[config.mk]
export PLATFORM = sky130hd
export DESIGN_NAME = polaris_ifetch
export DESIGN_NICKNAME = d
export VERILOG_FILES = /design/src/rtl/polaris_ifetch.sv
export SDC_FILE = /design/constraint.sdc
export NUM_CORES = 1
export LEC_CHECK = 0
export ABC_AREA = 1
export BUFFER_PORTS_ARGS = -buffer_cell sky130_fd_sc_hd__buf_2
export CORE_ASPECT_RATIO = 1.2
export CORE_UTILIZATION = 50
export CTS_CLUSTER_SIZE = 24
export DETAILED_ROUTE_END_ITERATION = 7
export PLACE_DENSITY = 0.71
export SYNTH_ARGS = -nofsm -noshare
export SYNTH_HDL_FRONTEND = slang
export SYNTH_SLANG_ARGS = --single-unit
[constraint.sdc]
create_clock -name clk_i -period 14.8 [get_ports clk_i]
set_clock_uncertainty 0.15 [all_clocks]
set_input_delay 0.74 -clock clk_i [delete_from_list [all_inputs] [get_ports clk_i]]
set_output_delay 0.74 -clock clk_i [all_outputs]
set_load 0.01 [all_outputs]
[src/rtl/polaris_ifetch.sv]
// -----------------------------------------------------------------------------
// polaris_ifetch -- instruction-fetch front end for the Polaris RV64 core.
//
// A prefetching I-bus master fills a DEPTH-entry instruction queue. The
// consumer pops entries from the queue head. A redirect (jump or trap) flushes
// the queue and restarts fetch at the new target. A bus timeout or a
// misaligned redirect halts fetch with a sticky, cause-coded fault. Only
// reset clears the fault.
//
// Handshakes:
//   I-bus    : the request is isiz_o=2'b10 at address iadr_o. The bus may
//              hold it off for any number of cycles. The word transfers on a
//              rising edge where isiz_o=2'b10 and iack_i=1, with data on
//              idat_i. The address stays stable until that edge.
//   Consumer : valid_o/inst_o/pc_o present the queue head. The head is popped
//              on a rising edge where valid_o=1 and ready_i=1. inst_o and pc_o
//              are meaningless while valid_o=0.
//
// Ports:
//   clk_i          in   1         system clock, rising edge
//   reset_ni       in   1         asynchronous active-low reset
//   iadr_o         out  AW        I-bus fetch address (current fetch PC)
//   isiz_o         out  2         00 idle, 10 32-bit read request
//   iack_i         in   1         I-bus acknowledge
//   idat_i         in   32        I-bus read data, valid with iack_i
//   inst_o         out  32        instruction at the queue head
//   pc_o           out  AW        address of inst_o
//   valid_o        out  1         queue head valid
//   ready_i        in   1         consumer accepts the head
//   redirect_i     in   1         flush the queue, restart fetch at redirect_pc_i
//   redirect_pc_i  in   AW        redirect target (must be word aligned)
//   count_o        out  log2(D)+1 queue occupancy
//   fault_o        out  1         sticky fault, fetch halted
//   fault_cause_o  out  2         00 none, 01 bus timeout, 10 misaligned redirect
// -----------------------------------------------------------------------------
module polaris_ifetch #(
  parameter int          AW           = 64,
  parameter int          DEPTH        = 4,
  parameter logic [63:0] RESET_VECTOR = 64'hFFFF_FFFF_FFFF_FF00,
  parameter int          MAX_WAIT     = 0
) (
  input  logic                     clk_i,
  input  logic                     reset_ni,
  output logic [AW-1:0]            iadr_o,
  output logic [1:0]               isiz_o,
  input  logic                     iack_i,
  input  logic [31:0]              idat_i,
  output logic [31:0]              inst_o,
  output logic [AW-1:0]            pc_o,
  output logic                     valid_o,
  input  logic                     ready_i,
  input  logic                     redirect_i,
  input  logic [AW-1:0]            redirect_pc_i,
  output logic [$clog2(DEPTH):0]   count_o,
  output logic                     fault_o,
  output logic [1:0]               fault_cause_o
);

  localparam int PW = $clog2(DEPTH);
  // Wide enough to hold MAX_WAIT itself; one bit minimum when timeout is off.
  localparam int WW = $clog2(MAX_WAIT + 2);

  localparam logic [AW-1:0] RV   = RESET_VECTOR[AW-1:0];
  localparam logic [WW-1:0] MW   = WW'(MAX_WAIT);
  localparam logic [PW:0]   FULL = (PW+1)'(DEPTH);

  localparam logic [1:0] SIZ_IDLE   = 2'b00;
  localparam logic [1:0] SIZ_WORD   = 2'b10;
  localparam logic [1:0] CAUSE_NONE = 2'b00;
  localparam logic [1:0] CAUSE_TMO  = 2'b01;
  localparam logic [1:0] CAUSE_MIS  = 2'b10;

  typedef enum logic [1:0] {
    ST_IDLE  = 2'd0,
    ST_FETCH = 2'd1,
    ST_FAULT = 2'd2
  } state_e;

  // The whole control state sits in one struct, so checkers can bind to
  // r_ctl and see the FSM, the latched cause and the wait counter together.
  typedef struct packed {
    state_e        fsm;
    logic [1:0]    cause;
    logic [WW-1:0] wcnt;
  } ctl_t;

  ctl_t r_ctl;
  ctl_t w_ctl_nxt;

  // Fetch PC and queue bookkeeping.
  logic [AW-1:0] r_fpc;
  logic [PW-1:0] r_rptr;
  logic [PW-1:0] r_wptr;
  logic [PW:0]   r_count;

  // Queue storage. Entries are only read while valid, so there is no reset.
  logic [31:0]   r_inst_mem [DEPTH];
  logic [AW-1:0] r_pc_mem   [DEPTH];

  // Per-cycle datapath controls produced by the FSM process.
  logic          w_req;
  logic          w_push;
  logic          w_pop;
  logic          w_flush;
  logic          w_load_redir;
  logic          w_not_empty;
  logic [WW-1:0] w_wcnt_inc;

  assign w_not_empty = (r_count != '0);
  assign w_wcnt_inc  = r_ctl.wcnt + 1'b1;

  // ---------------------------------------------------------------------------
  // FSM state register
  // ---------------------------------------------------------------------------
  always_ff @(posedge clk_i or negedge reset_ni) begin
    if (!reset_ni) begin
      r_ctl.fsm   <= ST_IDLE;
      r_ctl.cause <= CAUSE_NONE;
      r_ctl.wcnt  <= '0;
    end else begin
      r_ctl <= w_ctl_nxt;
    end
  end

  // ---------------------------------------------------------------------------
  // FSM next state and datapath controls
  // ---------------------------------------------------------------------------
  always_comb begin
    w_ctl_nxt    = r_ctl;
    w_req        = 1'b0;
    w_push       = 1'b0;
    w_pop        = 1'b0;
    w_flush      = 1'b0;
    w_load_redir = 1'b0;

    case (r_ctl.fsm)
      // One idle cycle after reset release, so the first request appears one
      // cycle after reset_ni rises.
      ST_IDLE: begin
        w_ctl_nxt.fsm = ST_FETCH;
      end

      ST_FETCH: begin
        // Request only while there is room. This uses the registered count
        // and ignores a pop on the same edge, so a full queue leaves the bus
        // idle for one cycle after a pop.
        w_req = (r_count < FULL);

        if (redirect_i) begin
          // A redirect overrides any ack or pop on the same edge. The ack data
          // is dropped and the bus re-issues at the new target.
          w_flush = 1'b1;
          if (redirect_pc_i[1:0] != 2'b00) begin
            w_ctl_nxt.fsm   = ST_FAULT;
            w_ctl_nxt.cause = CAUSE_MIS;
          end else begin
            w_load_redir   = 1'b1;
            w_ctl_nxt.wcnt = '0;
          end
        end else begin
          w_push = w_req & iack_i;
          w_pop  = w_not_empty & ready_i;

          if (w_push) begin
            w_ctl_nxt.wcnt = '0;
          end else if (w_req && (MAX_WAIT > 0)) begin
            w_ctl_nxt.wcnt = w_wcnt_inc;
            // An ack on the same edge takes the branch above instead, so the
            // ack always wins over the timeout.
            if (w_wcnt_inc == MW) begin
              w_ctl_nxt.fsm   = ST_FAULT;
              w_ctl_nxt.cause = CAUSE_TMO;
              w_flush         = 1'b1;
              w_pop           = 1'b0;
            end
          end
        end
      end

      // Terminal until reset. All inputs are ignored and the cause stays at
      // its first value.
      ST_FAULT: begin
        w_ctl_nxt = r_ctl;
      end

      default: begin
        w_ctl_nxt.fsm = ST_IDLE;
      end
    endcase
  end

  // ---------------------------------------------------------------------------
  // Fetch PC, queue pointers and occupancy
  // ---------------------------------------------------------------------------
  always_ff @(posedge clk_i or negedge reset_ni) begin
    if (!reset_ni) begin
      r_fpc   <= RV;
      r_rptr  <= '0;
      r_wptr  <= '0;
      r_count <= '0;
    end else if (w_flush) begin
      r_rptr  <= '0;
      r_wptr  <= '0;
      r_count <= '0;
      if (w_load_redir) begin
        r_fpc <= redirect_pc_i;
      end
    end else begin
      if (w_push) begin
        // Pointers are log2(DEPTH) bits wide, so they wrap on their own.
        r_wptr <= r_wptr + 1'b1;
        r_fpc  <= r_fpc + AW'(4);
      end
      if (w_pop) begin
        r_rptr <= r_rptr + 1'b1;
      end
      case ({w_push, w_pop})
        2'b10:   r_count <= r_count + 1'b1;
        2'b01:   r_count <= r_count - 1'b1;
        default: r_count <= r_count;
      endcase
    end
  end

  always_ff @(posedge clk_i) begin
    if (w_push) begin
      r_inst_mem[r_wptr] <= idat_i;
      r_pc_mem[r_wptr]   <= r_fpc;
    end
  end

  // ---------------------------------------------------------------------------
  // Outputs
  // ---------------------------------------------------------------------------
  assign iadr_o        = r_fpc;
  assign isiz_o        = w_req ? SIZ_WORD : SIZ_IDLE;
  assign valid_o       = w_not_empty;
  assign inst_o        = r_inst_mem[r_rptr];
  assign pc_o          = r_pc_mem[r_rptr];
  assign count_o       = r_count;
  assign fault_o       = (r_ctl.fsm == ST_FAULT);
  assign fault_cause_o = r_ctl.cause;

  // ---------------------------------------------------------------------------
  // Structural invariants
  // ---------------------------------------------------------------------------
  a_isiz_legal: assert property (@(posedge clk_i) disable iff (!reset_ni)
    (isiz_o == SIZ_IDLE) || (isiz_o == SIZ_WORD));

  a_count_bound: assert property (@(posedge clk_i) disable iff (!reset_ni)
    count_o <= FULL);

  a_fault_sticky: assert property (@(posedge clk_i) disable iff (!reset_ni)
    fault_o |=> (fault_o && $stable(fault_cause_o)));

  a_fault_quiet: assert property (@(posedge clk_i) disable iff (!reset_ni)
    fault_o |-> (!valid_o && (isiz_o == SIZ_IDLE)));

endmodule

Yosys cells after proc, flatten, opt, wreduce, memory -nomap -nowiden
Memories as Yosys holds them, arrays and structs flattened.
Cells that the tools add are included.
{"block": "classes", "n_mux": 25, "magnitude_cmp": 1, "n_bitwise": 3, "reduce_logical": 9, "n_eq_ne": 7, "n_addsub": 5}
{"cell": "64-bit 2-to-1 mux", "count": 3}
{"cell": "64-bit by 3-bit adder with 64-bit output, second input constant", "count": 1}
{"cell": "1-bit 2-to-1 mux", "count": 12}
{"cell": "2-bit 2-to-1 mux", "count": 5}
{"cell": "4-bit 2-to-1 mux", "count": 2}
{"cell": "2-bit case mux with 3 select lines", "count": 1}
{"cell": "3-bit case mux with 2 select lines", "count": 1}
{"cell": "3-bit AND reduction", "count": 2}
{"cell": "2-bit nonzero test", "count": 3}
{"cell": "3-bit nonzero test", "count": 2}
{"cell": "2-bit by 1-bit adder with 2-bit output, second input constant", "count": 2}
{"cell": "2-bit by 1-bit equality test with 1-bit output, second input constant", "count": 2}
{"cell": "2-bit equality test, second input constant", "count": 2}
{"cell": "2-bit != test, second input constant", "count": 2}
{"cell": "3-bit by 1-bit adder with 3-bit output, second input constant", "count": 1}
{"cell": "3-bit < comparator, second input constant", "count": 1}
{"cell": "3-bit 2-to-1 mux", "count": 1}
{"cell": "3-bit by 1-bit subtractor with 3-bit output, second input constant", "count": 1}
{"cell": "1-bit AND", "count": 2}
{"cell": "2-bit zero test", "count": 1}
{"cell": "2-bit by 1-bit != test with 1-bit output, second input constant", "count": 1}
{"cell": "2-bit AND reduction", "count": 1}
{"cell": "1-bit NOT", "count": 1}
{"block": "totals", "regBits": 74, "word_cells": 58, "mem_count": 2, "inputBits": 101, "output_inout_bits": 169, "mem_bits_rw": 384}
{"memory": "r_pc_mem", "words": 4, "word_bits": 64, "read_ports": 1, "rd_clocked_by_memory_dff": 0, "wr": 1, "line_no": "98", "source": "logic [AW-1:0] r_pc_mem [DEPTH];"}
{"memory": "r_inst_mem", "words": 4, "word_bits": 32, "read_ports": 1, "rd_clocked_by_memory_dff": 0, "wr": 1, "line_no": "97", "source": "logic [31:0] r_inst_mem [DEPTH];"}

Longest topological paths before layout
{"block": "logic_depth", "word_depth": 7, "ltp_mapped": 13, "ltp_nobuf": 12}

Least setup slack after synthesis
OpenSTA, ideal clock, no wires.
{"block": "synth_path", "path_kind": "in2reg", "from": "in redirect_i", "to": "mem r_inst_mem[0][0] (enable)", "required_ns": 14.098, "arrival_ns": 5.037, "setup_time_ns": 0.552, "cell_stages": 3, "path_buffers": 0, "path_slack_ns": 9.061, "cell_sequence": "inv_1 nand3_4 nor2_1"}
{"block": "synth_between", "elab_chain_len": 4}
{"element": "start: declaration", "line_no": "52", "source": "input logic redirect_i,"}
{"element": "1-bit 2-to-1 mux", "line_no": "149", "source": "if (redirect_i) begin"}
{"element": "1-bit 2-to-1 mux", "line_no": "136", "source": "case (r_ctl.fsm)"}
{"element": "1-bit 2-to-1 mux", "line_no": "226", "source": "if (w_push) begin"}
{"element": "1-bit 2-to-1 mux (not written as such)", "line_no": "227", "source": "r_inst_mem[r_wptr] <= idat_i;"}
{"element": "end: declaration", "line_no": "97"}
Every way passes these cells.

Final worst setup path
{"block": "layout_path", "from": "reg r_rptr[0]", "to": "out pc_o[32]"}
{"block": "layout_between", "elab_chain_len": 1}
{"element": "start: declaration", "line_no": "92", "source": "logic [PW-1:0] r_rptr;"}
{"element": "start signal: assignment", "line_no": "215", "source": "r_rptr <= r_rptr + 1'b1;"}
{"element": "memory 4 x 64 bit"}
{"element": "end: declaration", "line_no": "49", "source": "output logic [AW-1:0] pc_o,"}
Every way passes these cells.

==> impl_metrics.env <==
export IMPL_rows=80
export IMPL_yosys_area_top_type_share_pct=57.14
export IMPL_crit_type="register to primary output"
export IMPL_rsz0062_at_grt="no"
export IMPL_reg2reg_slack_ns=11.14
export IMPL_finalCriticalPeriod_ns=4.504
export IMPL_reg2reg_from="r_ctl[4]"
export IMPL_worstSetupEndpoint="pc_o[32]"
export IMPL_cts_root_buf="clkbuf_16"
export IMPL_hold_violations=0
export IMPL_crit_path_start="r_rptr[0]"
export IMPL_worstMarginPinSlew_ns=1.188
export IMPL_post_cts_buffers=0
export IMPL_fmax_ghz=0.2220
export IMPL_first_global_vias=14480
export IMPL_synthesis_area_per_instance_um2=10.46
export IMPL_yosysUniqueCellTypes=41
export IMPL_overflow=0
export IMPL_synth_common_cells="nor2_1, edfxtp_1, nand2_1"
export IMPL_timing_final_crit_share_pct=30.43
export IMPL_arrival_ns=3.61
export IMPL_viasPerCell=5.614
export IMPL_synth_xor_area_share_pct=0.4774
export IMPL_synth_warnings=0
export IMPL_setup_tns_final_ns=0
export IMPL_seq_power_share_pct=46.6
export IMPL_cts_hold_fix_buffers=1
export IMPL_ys_flop_type="edfxtp_1"
export IMPL_synth_edf_count=384
export IMPL_post_cts_resized=0
export IMPL_clock_sinks=458
export IMPL_power_frac_comb_pct=27.1
export IMPL_place_hpwl_mm=36.65
export IMPL_grt_pass1_wl_mm=83.75
export IMPL_setup_ws_ns=10.30
export IMPL_synth_area_leaders="edfxtp_1, dfstp_2, nor2_1"
export IMPL_drtIter0Drc=1280
export IMPL_ys_seq_elements=458
export IMPL_drt_wirelength_per_cell_um=20.59
export IMPL_htreeDepth=2
export IMPL_drc=0
export IMPL_power_internal_w=0.002761
export IMPL_clk_pin_slew_ns=0.07
export IMPL_routed_wl_mm=56.34
export IMPL_post_synth_mux_area_share_pct=0
export IMPL_synthesis_area_um2=20180
export IMPL_ant_nets=0
export IMPL_swShare_pct=36.12
export IMPL_final_util_pct=58.84
export IMPL_die_x_um=185.4
export IMPL_io_pins=270
export IMPL_synth_top_area_cell="edfxtp_1"
export IMPL_ir_drop_uv=116.4
export IMPL_fp_dieH_um=222.1
export IMPL_cp_required_ns=13.91
export IMPL_post_dp_cell_area_um2=21900
export IMPL_pre_cts_slack_ns=10.79
export IMPL_yosys_area_share_adder_pct=0.4092
export IMPL_design_area_um2=23380
export IMPL_synth_top_family_by_area="simple AND/OR/NAND/NOR gates"
export IMPL_via_count=15361
export IMPL_p_sw_w=0.001561
export IMPL_seq_area_um2=13460
export IMPL_groute_usage_overall_pct=27.19
export IMPL_dieArea_um2=41170
export IMPL_drv_slew=0
export IMPL_insertion_delay_ns=0.58
export IMPL_fill_cells=3310
export IMPL_ys_seq_area_share_pct=66.67
export IMPL_grt_start_max_net_pins=113
export IMPL_core_area_um2=39740
export IMPL_drv_cap=0
export IMPL_syn_inst=1929
export IMPL_reg2reg_depth=8
export IMPL_synth_compound_area_share_pct=10.42
export IMPL_slew_headroom_pct=20.77
export IMPL_total_power_w=0.004321
export IMPL_critPathMaxFanout=112
export IMPL_status="finished clean"
export IMPL_initial_core_util_pct=50.78
export IMPL_synthSimpleGateAreaFrac_pct=17.75
export IMPL_synthArstFlopShare_pct=16.16
export IMPL_place_gp_congestion=1.002
export IMPL_end_kind="primary output"
export IMPL_clockBufferDepth=3
export IMPL_powerDensity_nw_per_um2=184.8
export IMPL_finalSetupViolations=0
export IMPL_p_clk_share_pct=26.3
export IMPL_cts_buffers=45
export IMPL_hold_class="primary input to register"
export IMPL_first_pass_iters=5
export IMPL_leakage_nw=9.007
export IMPL_yosysMostFrequentCell="nor2_1"
export IMPL_numPortBuffers=267
export IMPL_final_nets=2269
export IMPL_cp_start_kind="register"
export IMPL_multiInputGateArea_um2=5901
export IMPL_antenna_found_initial=6
export IMPL_drive_gt1_share_pct=20.80
export IMPL_cts_tree="yes"
export IMPL_syn_to_final_growth_pct=15.88
export IMPL_r2r_end="iadr_o[7]"
[how the worst min path moves through the flow]
| stage | endpoint | start | cells past startpoint |
|---|---|---|---|
| 6_report | r_inst_mem[0][4] | idat_i[4] | 1 |
| 3_3_place_gp | r_ctl[3] | r_ctl[4] | 1 |
| 4_1_cts | r_inst_mem[3][1] | idat_i[1] | 1 |
| 5_1_grt | r_inst_mem[0][18] | idat_i[18] | 1 |
| 2_1_floorplan | r_ctl[3] | r_ctl[4] | 1 |
| 3_5_place_dp | r_ctl[3] | r_ctl[4] | 1 |
[cells in the final DEF, fill, tap and decap left out, types with 9 or more instances in the layout]
cell type / Yosys / final
clkbuf_16: 0 / 46
clkbuf_1: 62 / 14
dfrtp_1: 18 / 16
o21ai_1: 13 / 13
o21ai_0: 211 / 211
nand3_1: 87 / 87
nor2_1: 389 / 385
o22ai_1: 106 / 106
nand2_1: 306 / 306
nand4_1: 15 / 15
edfxtp_1: 384 / 384
inv_1: 114 / 112
or2_2: 9 / 9
a21oi_1: 29 / 29
buf_2: 20 / 266
xor2_1: 9 / 9
dfstp_2: 56 / 56
nor2_2: 16 / 16
nor2_4: 10 / 14
a211oi_1: 9 / 9
buf_4: 8 / 12
[worst max-delay path, stage by stage (launching register included)]
cell	delay, ns
dfrtp_4	1.01
buf_4	1.00
o21ai_0	0.22
o22ai_1	0.50
buf_2	0.23
[cells by family (layout without fill, tap and decap cells)]
logic type,count (synthesis),in the layout
compound gates,383,383
xor+xnor,11,11
fa+ha+maj,6,6
buf+inv,214,481
flops,458,458
other cells,1,8
simple gates,856,856
[metrics by stage]
stage               instances  hold WS [ns]
floorplan                1930        0.2496
global placement         2647        0.2619
detailed placement       2647        0.2735
CTS                      2730        0.2259
global route             2734        0.2344
finish                   2736        0.2373
[state kept, by name (all words and copies together), names as in the netlist]
| register | count |
|---|---|
| fault_cause_o | 1 |
| r_inst_mem | 128 |
| iadr_o | 64 |
| r_ctl | 2 |
| count_o | 3 |
| r_rptr | 2 |
| r_wptr | 2 |
| r_pc_mem | 256 |
[final cells by class]
cell class | count | area share, %
antenna | 6 | 0.06421
clock inverter | 19 | 0.8989
clock buffer | 63 | 5.324
tap | 533 | 2.852
timing repair buffer | 279 | 6.121
sequential | 458 | 57.55
multi-input combinational | 1258 | 25.23
inverter | 120 | 1.953
[power groups by stage]
stage	Sequential [W]	Clock, W	Combinational, W
floorplan	0.00195	0	0.000720
global placement	0.00203	0	0.00115
detailed placement	0.00204	0	0.00117
CTS	0.00201	0.00114	0.00118
global route	0.00204	0.00119	0.00130
finish	0.00202	0.00113	0.00117
[metal layers]
layer | GRT usage [%] | share of wire (%) | vias to the layer above
met2 | 44.86 | 49 | 640
li1 | - | - | 7152
met1 | 34.62 | 39 | 7451
met4 | 13.62 | 4.6 | 0
met3 | 4.304 | 6.9 | 118
met5 | 0 | 0 | -
(Power assumes the default switching activity.)
